`config.mk`:
```
export PLATFORM = sky130hd
export DESIGN_NAME = rv32i_exec_unit_flat
export DESIGN_NICKNAME = d
export VERILOG_FILES = /design/src/rtl/rv32i_exec_unit_if.sv /design/src/rtl/rv32i_exec_unit.sv /design/src/flat_wrapper.sv
export SDC_FILE = /design/constraint.sdc
export NUM_CORES = 1
export LEC_CHECK = 0
export CAP_MARGIN = 25
export CELL_PAD_IN_SITES_DETAIL_PLACEMENT = 2
export CELL_PAD_IN_SITES_GLOBAL_PLACEMENT = 2
export CORE_MARGIN = 3
export CORE_UTILIZATION = 35
export CTS_CLUSTER_DIAMETER = 30
export DETAILED_ROUTE_END_ITERATION = 8
export HOLD_SLACK_MARGIN = 0.05
export MAX_ROUTING_LAYER = met4
export PLACE_DENSITY_LB_ADDON = 0.1
export SYNTH_ARGS = -nofsm -noshare
export SYNTH_HDL_FRONTEND = slang
export SYNTH_SLANG_ARGS = --single-unit
```
`constraint.sdc`:
```
create_clock -name clk -period 8.19 [get_ports clk]
set_input_delay 1.2285 -clock clk [delete_from_list [all_inputs] [get_ports clk]]
set_output_delay 1.2285 -clock clk [all_outputs]
set_load 0.02 [all_outputs]
```
`src/rtl/rv32i_exec_unit_if.sv`:
```
// Decode-to-execute request and execute result bundle for rv32i_exec_unit.
// The master drives an instruction with its operands; the slave returns registered results.
interface rv32i_exec_unit_if;
  logic        in_valid;
  logic [31:0] instr;
  logic [31:0] pc;
  logic [31:0] rs1_data;
  logic [31:0] rs2_data;
  logic        out_valid;
  logic [31:0] imm;
  logic [31:0] alu_res;
  logic        br_taken;
  logic [31:0] br_target;
  logic        illegal;

  modport master (
    output in_valid, instr, pc, rs1_data, rs2_data,
    input  out_valid, imm, alu_res, br_taken, br_target, illegal
  );

  modport slave (
    input  in_valid, instr, pc, rs1_data, rs2_data,
    output out_valid, imm, alu_res, br_taken, br_target, illegal
  );
endinterface

```
`src/rtl/rv32i_exec_unit.sv`:
```
// Registered RV32I execute stage: immediate decode, integer ALU, branch/jump resolution.
// Define EXEC_ILLEGAL_CHECK_EN to flag unsupported encodings and suppress their results.
module rv32i_exec_unit #(
  parameter int XLEN = 32
) (
  input logic              clk,
  input logic              rst_n,
  rv32i_exec_unit_if.slave bus
);

  localparam logic [6:0] OP_LOAD   = 7'b0000011;
  localparam logic [6:0] OP_FENCE  = 7'b0001111;
  localparam logic [6:0] OP_ALUI   = 7'b0010011;
  localparam logic [6:0] OP_AUIPC  = 7'b0010111;
  localparam logic [6:0] OP_STORE  = 7'b0100011;
  localparam logic [6:0] OP_ALU    = 7'b0110011;
  localparam logic [6:0] OP_LUI    = 7'b0110111;
  localparam logic [6:0] OP_BRANCH = 7'b1100011;
  localparam logic [6:0] OP_JALR   = 7'b1100111;
  localparam logic [6:0] OP_JAL    = 7'b1101111;
  localparam logic [6:0] OP_SYSTEM = 7'b1110011;

  logic [6:0]      opcode;
  logic [2:0]      funct3;
  logic            alt;
  logic [XLEN-1:0] instr;
  logic [XLEN-1:0] op_a;
  logic [XLEN-1:0] op_b;
  logic [4:0]      shamt;

  assign instr  = bus.instr;
  assign opcode = instr[6:0];
  assign funct3 = instr[14:12];
  // funct7[5] selects SUB/SRA; the remaining funct7 bits only matter for legality.
  assign alt    = instr[30];
  assign op_a   = bus.rs1_data;

  logic [XLEN-1:0] imm_c;

  always_comb begin
    imm_c = '0;
    case (opcode)
      OP_LOAD, OP_ALUI, OP_JALR, OP_SYSTEM:
        imm_c = {{20{instr[31]}}, instr[31:20]};
      OP_STORE:
        imm_c = {{20{instr[31]}}, instr[31:25], instr[11:7]};
      OP_BRANCH:
        imm_c = {{19{instr[31]}}, instr[31], instr[7], instr[30:25], instr[11:8], 1'b0};
      OP_LUI, OP_AUIPC:
        imm_c = {instr[31:12], 12'b0};
      OP_JAL:
        imm_c = {{11{instr[31]}}, instr[31], instr[19:12], instr[20], instr[30:21], 1'b0};
      default:
        imm_c = '0;
    endcase
  end

  // Branches also have opcode[5]=1, so op_b is rs2 there and the comparators are shared.
  assign op_b  = opcode[5] ? bus.rs2_data : imm_c;
  assign shamt = op_b[4:0];

  logic            eq_c;
  logic            lt_s_c;
  logic            lt_u_c;
  logic [XLEN-1:0] sra_c;

  assign eq_c   = (op_a == op_b);
  assign lt_s_c = ($signed(op_a) < $signed(op_b));
  assign lt_u_c = (op_a < op_b);
  assign sra_c  = $unsigned($signed(op_a) >>> shamt);

  logic [XLEN-1:0] alu_c;

  always_comb begin
    alu_c = '0;
    case (funct3)
      3'b000:  alu_c = (opcode == OP_ALU && alt) ? (op_a - op_b) : (op_a + op_b);
      3'b001:  alu_c = op_a << shamt;
      3'b010:  alu_c = {{(XLEN-1){1'b0}}, lt_s_c};
      3'b011:  alu_c = {{(XLEN-1){1'b0}}, lt_u_c};
      3'b100:  alu_c = op_a ^ op_b;
      3'b101:  alu_c = alt ? sra_c : (op_a >> shamt);
      3'b110:  alu_c = op_a | op_b;
      default: alu_c = op_a & op_b;
    endcase
  end

  logic [XLEN-1:0] pc_imm;
  logic [XLEN-1:0] rs1_imm;
  logic [XLEN-1:0] pc_plus4;

  assign pc_imm   = bus.pc + imm_c;
  assign rs1_imm  = op_a + imm_c;
  assign pc_plus4 = bus.pc + 32'd4;

  logic [XLEN-1:0] res_c;
  logic            taken_c;
  logic [XLEN-1:0] target_c;

  always_comb begin
    res_c    = '0;
    taken_c  = 1'b0;
    target_c = pc_plus4;
    case (opcode)
      OP_ALU, OP_ALUI:   res_c = alu_c;
      OP_LOAD, OP_STORE: res_c = rs1_imm;
      OP_LUI:            res_c = imm_c;
      OP_AUIPC:          res_c = pc_imm;
      OP_JAL: begin
        res_c    = pc_plus4;
        taken_c  = 1'b1;
        target_c = pc_imm;
      end
      OP_JALR: begin
        res_c    = pc_plus4;
        taken_c  = 1'b1;
        target_c = {rs1_imm[XLEN-1:1], 1'b0};
      end
      OP_BRANCH: begin
        target_c = pc_imm;
        case (funct3)
          3'b000:  taken_c = eq_c;
          3'b001:  taken_c = !eq_c;
          3'b100:  taken_c = lt_s_c;
          3'b101:  taken_c = !lt_s_c;
          3'b110:  taken_c = lt_u_c;
          3'b111:  taken_c = !lt_u_c;
          default: taken_c = 1'b0;
        endcase
      end
      default: begin
        res_c   = '0;
        taken_c = 1'b0;
      end
    endcase
  end

  logic [XLEN-1:0] res_fin;
  logic            taken_fin;

`ifdef EXEC_ILLEGAL_CHECK_EN
  logic [6:0] funct7;
  logic       ill_c;
  logic       illegal_q;

  assign funct7 = instr[31:25];

  always_comb begin
    ill_c = 1'b0;
    case (opcode)
      OP_LOAD, OP_STORE, OP_JAL, OP_JALR, OP_LUI,
      OP_AUIPC, OP_SYSTEM, OP_FENCE:
        ill_c = 1'b0;
      OP_BRANCH:
        ill_c = (funct3 == 3'b010) || (funct3 == 3'b011);
      OP_ALU:
        ill_c = (funct7 != 7'b0000000) &&
                !((funct7 == 7'b0100000) && (funct3 == 3'b000 || funct3 == 3'b101));
      OP_ALUI: begin
        if (funct3 == 3'b001)
          ill_c = (funct7 != 7'b0000000);
        else if (funct3 == 3'b101)
          ill_c = (funct7 != 7'b0000000) && (funct7 != 7'b0100000);
        else
          ill_c = 1'b0;
      end
      default:
        ill_c = 1'b1;
    endcase
  end

  assign res_fin   = ill_c ? '0 : res_c;
  assign taken_fin = ill_c ? 1'b0 : taken_c;

  always_ff @(posedge clk) begin
    if (!rst_n)
      illegal_q <= 1'b0;
    else if (bus.in_valid)
      illegal_q <= ill_c;
  end

  assign bus.illegal = illegal_q;
`else
  assign res_fin     = res_c;
  assign taken_fin   = taken_c;
  assign bus.illegal = 1'b0;
`endif

  logic            out_valid_q;
  logic [XLEN-1:0] imm_q;
  logic [XLEN-1:0] alu_res_q;
  logic            br_taken_q;
  logic [XLEN-1:0] br_target_q;

  // Results hold while idle so downstream can keep reading the last instruction.
  always_ff @(posedge clk) begin
    if (!rst_n) begin
      out_valid_q <= 1'b0;
      imm_q       <= '0;
      alu_res_q   <= '0;
      br_taken_q  <= 1'b0;
      br_target_q <= '0;
    end else begin
      out_valid_q <= bus.in_valid;
      if (bus.in_valid) begin
        imm_q       <= imm_c;
        alu_res_q   <= res_fin;
        br_taken_q  <= taken_fin;
        br_target_q <= target_c;
      end
    end
  end

  assign bus.out_valid = out_valid_q;
  assign bus.imm       = imm_q;
  assign bus.alu_res   = alu_res_q;
  assign bus.br_taken  = br_taken_q;
  assign bus.br_target = br_target_q;

endmodule

```
`src/flat_wrapper.sv`:
```
// flat-port wrapper written by rule: the top's interface ports become plain ports
module rv32i_exec_unit_flat 
#(
  parameter int XLEN = 32
)
  (clk, rst_n, bus_in_valid, bus_instr, bus_pc, bus_rs1_data, bus_rs2_data, bus_out_valid, bus_imm, bus_alu_res, bus_br_taken, bus_br_target, bus_illegal);
  rv32i_exec_unit_if bus_i ();
  input logic clk;
  input logic rst_n;
  input wire logic [$bits(bus_i.in_valid)-1:0] bus_in_valid;
  input wire logic [$bits(bus_i.instr)-1:0] bus_instr;
  input wire logic [$bits(bus_i.pc)-1:0] bus_pc;
  input wire logic [$bits(bus_i.rs1_data)-1:0] bus_rs1_data;
  input wire logic [$bits(bus_i.rs2_data)-1:0] bus_rs2_data;
  output wire logic [$bits(bus_i.out_valid)-1:0] bus_out_valid;
  output wire logic [$bits(bus_i.imm)-1:0] bus_imm;
  output wire logic [$bits(bus_i.alu_res)-1:0] bus_alu_res;
  output wire logic [$bits(bus_i.br_taken)-1:0] bus_br_taken;
  output wire logic [$bits(bus_i.br_target)-1:0] bus_br_target;
  output wire logic [$bits(bus_i.illegal)-1:0] bus_illegal;
  assign bus_i.in_valid = bus_in_valid;
  assign bus_i.instr = bus_instr;
  assign bus_i.pc = bus_pc;
  assign bus_i.rs1_data = bus_rs1_data;
  assign bus_i.rs2_data = bus_rs2_data;
  assign bus_out_valid = bus_i.out_valid;
  assign bus_imm = bus_i.imm;
  assign bus_alu_res = bus_i.alu_res;
  assign bus_br_taken = bus_i.br_taken;
  assign bus_br_target = bus_i.br_target;
  assign bus_illegal = bus_i.illegal;
  rv32i_exec_unit #(.XLEN(XLEN)) u_core (.clk(clk), .rst_n(rst_n), .bus(bus_i));
endmodule
```
==> results of run 1 <==
## placed cells by master, fill, tap and decap left out, drive strengths merged, types with 49 or more instances in the layout
cell type      synthesis  routed
nand2                269     269
mux2i                 94      94
clkdlybuf4s50          0     224
nor2                 283     283
ha                   148     148
dfxtp                 98      98
a21o                  84      84
inv                  124     127
a21oi                297     297
nor3                  55      55
nand3                 71      71
a211oi                49      49
o21ai                239     239
xnor2                 82      82
buf                   53      65
## registers in the layout, summed over array words and instances (netlist names)
register	flops
u_core.bus.imm	32
u_core.bus.alu_res	32
u_core.bus.br_taken	1
u_core.bus.br_target	32
u_core.bus.out_valid	1
## worst min path at each step
| stage | start | to | cells past startpoint |
|---|---|---|---|
| global route | u_core.bus.alu_res[25] | u_core.bus.alu_res[25] | 2 |
| detailed placement | u_core.bus.alu_res[25] | u_core.bus.alu_res[25] | 2 |
| floorplan | u_core.bus.alu_res[25] | u_core.bus.alu_res[25] | 2 |
| CTS | u_core.bus.alu_res[25] | u_core.bus.alu_res[25] | 2 |
| global placement | u_core.bus.imm[3] | u_core.bus.imm[3] | 1 |
| finish | u_core.bus.alu_res[25] | u_core.bus.alu_res[25] | 2 |
## worst max-delay path, cell delays in order
cell and delay [ps]:
clkdlybuf4s50_1 780, nor2b_1 460, o211ai_1 160, a21oi_1 460, and2_1 510, a21o_1 510, mux2_2 300, inv_1 70
ha_1 460, or4b_2 770, nor4_1 270, o2111ai_1 190, nor3_1 670, xnor2_1 190, a21oi_1 90, nor3_1 160
a21oi_1 70, a21boi_0 170
## logic make-up after synthesis
group	after synthesis
AND/OR/NAND/NOR	903
AO/OA/AOI/OAI	1063
buffers and inverters	332
adder cells (fa/ha/maj)	152
XOR/XNOR	126
multiplexers	127
flip-flops	98
other	1
## metrics by stage
stage | setup WS [ps] | util [%] | total power, mW | hold slack, ps
finish | 999 | 41.5 | 2.26 | 488
global route | 587 | 41.5 | 2.34 | 508
CTS | 1190 | 41.5 | 2.21 | 487
detailed placement | 805 | 40.9 | 1.75 | 471
global placement | 663 | 40.9 | 1.71 | 464
floorplan | 2600 | - | 1.24 | 528
## power by group
part           switching (mW)  internal, mW
logic                   0.859         0.424
registers              0.0118         0.495
clock network           0.252         0.213
total                    1.12          1.13
## layout make-up
| cell class | count | area (um^2) | share of cell area [%] |
|---|---|---|---|
| repair buffers | 289 | 2730 | 12.4 |
| clock inverters | 7 | 61.3 | 0.278 |
| flip-flops and latches | 98 | 1960 | 8.91 |
| clock buffers | 9 | 225 | 1.02 |
| multi-input cells | 2372 | 15700 | 71.3 |
| inverters | 124 | 465 | 2.11 |
| well taps | 688 | 861 | 3.91 |
| diodes | 4 | 10.0 | 0.0455 |
## routing by layer
metal | GRT usage [%] | part of all wire (%) | vias to the layer above
met5 | - | 0 | -
met4 | 19.8 | 5.7 | 0
met3 | 8.02 | 8.2 | 323
met2 | 63.8 | 44 | 1316
met1 | 54.5 | 42 | 12400
li1 | - | - | 10500
==> impl_summary.md, run 1 <==
STA
The number of failing setup endpoints in the final timing report is 0. In the finished design, the share of the clock period the worst path needs comes to 87.8%. The maximum clock frequency is 139 MHz. The pin slew with the least headroom to its limit is 1140 ps. For the finished layout, the period the worst path requires is 7190 ps. The post-route clock skew is 0 ps. After routing, the total negative slack on setup checks comes to 0 ps. The total count of max-transition violations in the final report was 0. The number of hold violations in the final report was 0. Setup repair after global routing left no endpoint under its margin. In this run the tightest slew margin relative to its limit is 23.5%.

Route
The post-route DRC violation count is 0. After detailed routing, the number of vias per cell comes to 6.82. The first detailed-routing pass took 8 iterations.

The routed wire length is 122000 um. In this run, the number of DRC markers left after iteration 0 of detailed routing was 2752. The routed layout has 24500 vias. After detailed routing, the average wire length per cell comes to 33.8 um.

Once detail routing completed, the nets flagged for antenna violations numbered 0.

Yosys
The synthesized netlist devotes 37.3% of its cell area to compound gates. The share of synthesized area occupied by flip-flops and latches is 10.3%. The combinational family with the most area after synthesis is compound AO/OA/AOI/OAI gates. The area share of fa/ha/maj cells after synthesis is 10.0%.

The most common cell in the synthesized netlist is a21oi_1. The synthesized area per cell is 6.77 um^2. The flip-flop cell with the highest count after synthesis is dfxtp_1. After synthesis, the cell types taking the most area are dfxtp_1, ha_1, a21oi_1. The share of synthesized cell area in and, or, nand and nor gates is 22.4%. After synthesis the cells add up to 19000 um^2. The number of synthesized register bits is 98. After synthesis, the netlist uses 120 different library cells. The fraction of registers with async set/reset is 0%. The net count after synthesis is 3082. The area share of the leading cell type in the synthesized netlist is 10.3%.

Counting flops with a built-in enable in the synthesized netlist gives 0. The post-synthesis cell count is 2802. Of the total synthesized cell area, the portion taken by XOR and XNOR cells is 5.86%. The biggest area contributor in the post-synthesis netlist is dfxtp_1. The synthesis warning total is 0. Counting instances in the post-synthesis netlist gives the leading cell types as a21oi_1, nor2_1, nand2_1.

The multiplexer share of the synthesized area is 6.98%.

Clock tree
Buffers inserted during clock tree synthesis total 9. In this run, post-CTS hold repair placed 0 buffers. The tree is rooted in a clkbuf_16. The clock sink count is 98. The maximum buffer depth of the clock tree is 2. The latest clock arrival within the worst-skew pair is 390 ps. Once the clock tree was built, the resizer swapped 0 gates to a different size. The H-tree depth reported by CTS is 3. Post-CTS timing repair inserted 0 buffers for setup. TritonCTS built the clock tree. The clock input transition at the sequential cells of the worst setup and hold paths is 90 ps.

Finish
Of the cells placed in the final design, the portion with a size suffix greater than 1 is 6.48%. The area growth from synthesis to final layout is 16.1%. The finished layout holds 3591 standard cells, fillers aside. The total number of nets in the final design is 3174.

The final instance area is 22000 um^2. The final-layout fill cell count is 6368.

Global routing
Global routing used 42.3% of the available tracks. The total grt overflow is 0. The first global-routing pass estimated 175000 um of wire. The number of global-route vias before repair is 25000.

The initial antenna violation count is 3. Entering global routing, the biggest net connects 81 pins.

Critical path
The endpoint identified for the worst register-to-register timing path is u_core.bus.alu_res[20]. The startpoint identified for the worst register-to-register timing path is u_core.bus.alu_res[20]. The endpoint arrival time on the critical path is 7510 ps.

Data on the critical path is required at its endpoint by 8510 ps. The critical path class is input port to register. For the worst flop-to-flop path, the logic depth is 6.

Along the worst path, the maximum fanout reaches 13. The critical path capture point is u_core.bus.br_taken. The nature of the critical path endpoint is a register. In this run the register-to-register setup slack is 5450 ps. The startpoint of the worst setup timing path is bus_instr[2]. The critical path launch point type is an input port.

Placed design
Buffers placed on the I/O ports in this run total 228. In this run the cell area measured after placement is 21700 um^2. The HPWL reported at the end of detailed placement is 96400 um.

The placer's final routability congestion estimate is 1.04. Including well taps, the total number of placed cells is 3570.

Floorplanning
The die is 239 um tall. Row generation in the floorplan step produced 84 rows. The die covers 57000 um^2.

The horizontal die dimension is 239 um. In this run the count of I/O pins placed on the die edge is 230. In this run the standard cell core region covers 53100 um^2. The initial utilization of the core area, before any placement, comes to 35.7%.

Run status
The flow ran to the end, and the final reports show no timing, DRC or antenna violations.

Run
The max-cap check violation count is 0.

Power and ir drop
The maximum resistive drop on vdd is 102 uV. Power spread over the standard cell area amounts to 102 nW/um^2. Summed over all cells, the static leakage comes to 9.19 nW.

Worst hold path
The worst hold path class is register to register.
(Power assumes the default switching activity.)
==> inputs of run 2 (changes only) <==
Settings changed: ABC_AREA from default to 0.
==> results of run 2 <==
The final DEF is identical to that of run 1; final timing and power are the same.
==> inputs of run 3 (changes only) <==
Settings changed: CORE_MARGIN 3 to default, CTS_BUF_LIST from default to sky130_fd_sc_hd__clkbuf_2 sky130_fd_sc_hd__clkbuf_4 sky130_fd_sc_hd__clkbuf_8.
==> run 3 against run 2 <==
Against the previous run:
- clock skew unchanged
- sequential power hardly changed
- sequential share of layout area hardly changed
- clock-buffer cell count stayed put
- critical path depth unchanged
- global-route usage rose by 1.6 points
==> impl_summary.md, run 3 (synthesized netlist as in run 1, its figures left out) <==
Run status
The run finished with clean final reports.

Placed design
Prior to clock tree synthesis, the placed netlist has a worst setup slack of 863 ps. After detailed placement, the design holds a cell count of 3578. The count of port buffers added during placement is 228.

The post-detailed-placement cell area is 21800 um^2. Detailed placement finished with a half-perimeter wire length of 97300 um. The placer's final routability congestion estimate is 1.05.

Clock tree
TritonCTS built the clock tree. After clock tree synthesis, the setup repair step added 0 buffers. CTS placed an instance of clkbuf_8 at the clock tree root. The clock input transition at the sequential cells of the worst setup and hold paths is 130 ps. Clock latency on the worst-skew pair, taken at its later pin, is 430 ps. The number of clock buffers inserted by TritonCTS is 9. The H-tree was split into 3 levels. The number of gates resized after CTS is 0. CTS saw 98 sinks. The number of hold-repair buffers added at the cts stage is 0. The longest clock path from root to sink contains 2 buffers.

Critical path
The worst setup path is of the input port to register kind. Data arrives at the worst endpoint at 7480 ps. The nature of the critical path endpoint is a register. The maximum single-stage delay on the critical path is 780 ps. The maximum net fanout on the critical path is 13. Measured in cells, the most critical reg-to-reg path has a length of 6. The most frequent cell on the critical path is o211ai_1. The worst setup path is launched from an input port. The standard cell with the maximum stage delay on the critical path is clkdlybuf4s50_1. Walking the worst path, the cells encountered are clkdlybuf4s50_1, nor2b_1, o211ai_1, a21oi_1, and2_1, a21o_1, mux2_2, inv_1, ha_1, nor4_1, nand4_1, nor3_1, o211ai_1, a211o_1, a21oi_1, nor3b_1, o221ai_1, o211ai_1. The data required time at the worst endpoint is 8510 ps.

Finish
After routing the design area is 22000 um^2. The final-layout fill cell count is 6395. The post-route netlist has 6.81% of its cells at a drive strength greater than 1.

The share of the core filled with cells is 41.4%. The commonest non-fill, non-tap cell in the layout is a21oi_1. Excluding fillers, the count of instances in the completed layout stands at 3598.

The net count of the finished layout is 3182. Compared with the post-synthesis result, the final layout area differs by 15.9%. In the layout the commonest cells are a21oi_1, nor2_1, nand2_1.

STA
Across the routed clock network, the largest skew measured is 0 ps. The maximum clock frequency is 140 MHz. Of the available clock period, the critical path in the final layout requires 87.4%.

Headroom to the max-slew limit came out at 27.4%. The total count of max-transition violations in the final report was 0. Setup repair after global routing left no endpoint under its margin. For the pin with the worst max-slew slack, the measured transition is 1090 ps. The worst setup margin is 1030 ps. The number of failing setup endpoints in the final timing report is 0. The number of hold violations in the final report was 0. The worst path needs 7160 ps of the cycle, external delays included. Setup total negative slack on the finished layout was measured at 0 ps.

The smallest hold slack is 491 ps.

Route
After detailed routing, no signal wire sits above met4. The post-route DRC violation count is 0. The total length of routed met2 wires is 53500 um. After detailed routing, the number of vias per cell comes to 6.79.

The detailed router placed 24400 vias in this run. The DRC marker count from the first detailed-route iteration is 2546. The length of routed met3 wiring is 10200 um. Once detail routing completed, the nets flagged for antenna violations numbered 0. The detailed router put a total of 51200 um of wire on met1. In the final routed layout, each cell accounts on average for 33.7 um.

The number of optimization iterations in the first detailed-route pass is 6. The routed wire length is 121000 um.

Power and ir drop
The maximum resistive drop on vdd is 67.5 uV. The cell area power density is 98.2 nW/um^2. The overall power is 2.16 mW.

In this run the static leakage power is 9.19 nW.

Floorplanning
After floorplanning, the core was divided into 84 placement rows. The floorplan step defined a die boundary enclosing 55100 um^2. The starting density of the core is 35.7%. For this design the top-level I/O count stands at 230.

In this run the standard cell core region covers 53100 um^2. The horizontal die dimension is 235 um. The chip height is 235 um.

Global routing
The initial antenna violation count is 8. The maximum number of pins on one net before global-route repair is 67. The total overflow left after global routing is 0. The number of global-route vias before repair is 25300. The first global-routing pass estimated 176000 um of wire. The combined global-route utilization of all metal layers is 43.9%.

Run
Max-cap violations in this run came to 0.

Worst hold path
Counting instances, the worst hold path has a depth of 1. The path class of the tightest hold or removal check is register to register.
## run 3: changes by cell type in the layout (fill, tap and decap cells not counted), sizes merged
| cell | delta |
|---|---|
| clkinv | -1 |
| bufinv | +1 |
| diode | -1 |
| buf | +8 |
## run 3: routing by layer
metal | up-vias | track usage, %
met4 | 0 | 20.1
met5 | - | -
met3 | 294 | 8.39
li1 | 10500 | -
met1 | 12400 | 55.3
met2 | 1251 | 67.5
## run 3: cell type report
class	instances	area, um^2	area share, %
repair buffers	297	2780	12.7
diodes	3	7.51	0.0341
clock inverters	7	73.8	0.336
clock buffers	9	124	0.563
multi-input cells	2372	15700	71.5
flip-flops and latches	98	1960	8.92
well taps	688	861	3.92
inverters	124	465	2.12
## run 3: power breakdown
group | switching [mW] | leakage, nW | internal [mW]
Clock | 0.227 | 0.100 | 0.144
Combinational | 0.856 | 8.28 | 0.426
Sequential | 0.0115 | 0.803 | 0.495
Total | 1.09 | 9.19 | 1.07
## run 3: path summary, 6_finish.rpt
kind,start,slack [ps],endpoint
setup / recovery,bus_instr[2],1030,u_core.bus.alu_res[0]
hold / removal,u_core.bus.imm[16],490,u_core.bus.imm[16]
setup reg to reg,u_core.bus.alu_res[20],5110,u_core.bus.alu_res[20]
hold reg to reg,u_core.bus.imm[16],490,u_core.bus.imm[16]
## run 3: critical path: cells and delay by family
kind / cells / cell delay [ps]
compound gates: 8 / 2330
fa+ha+maj: 1 / 410
buf+inv: 2 / 850
mux: 1 / 250
simple gates: 6 / 2400
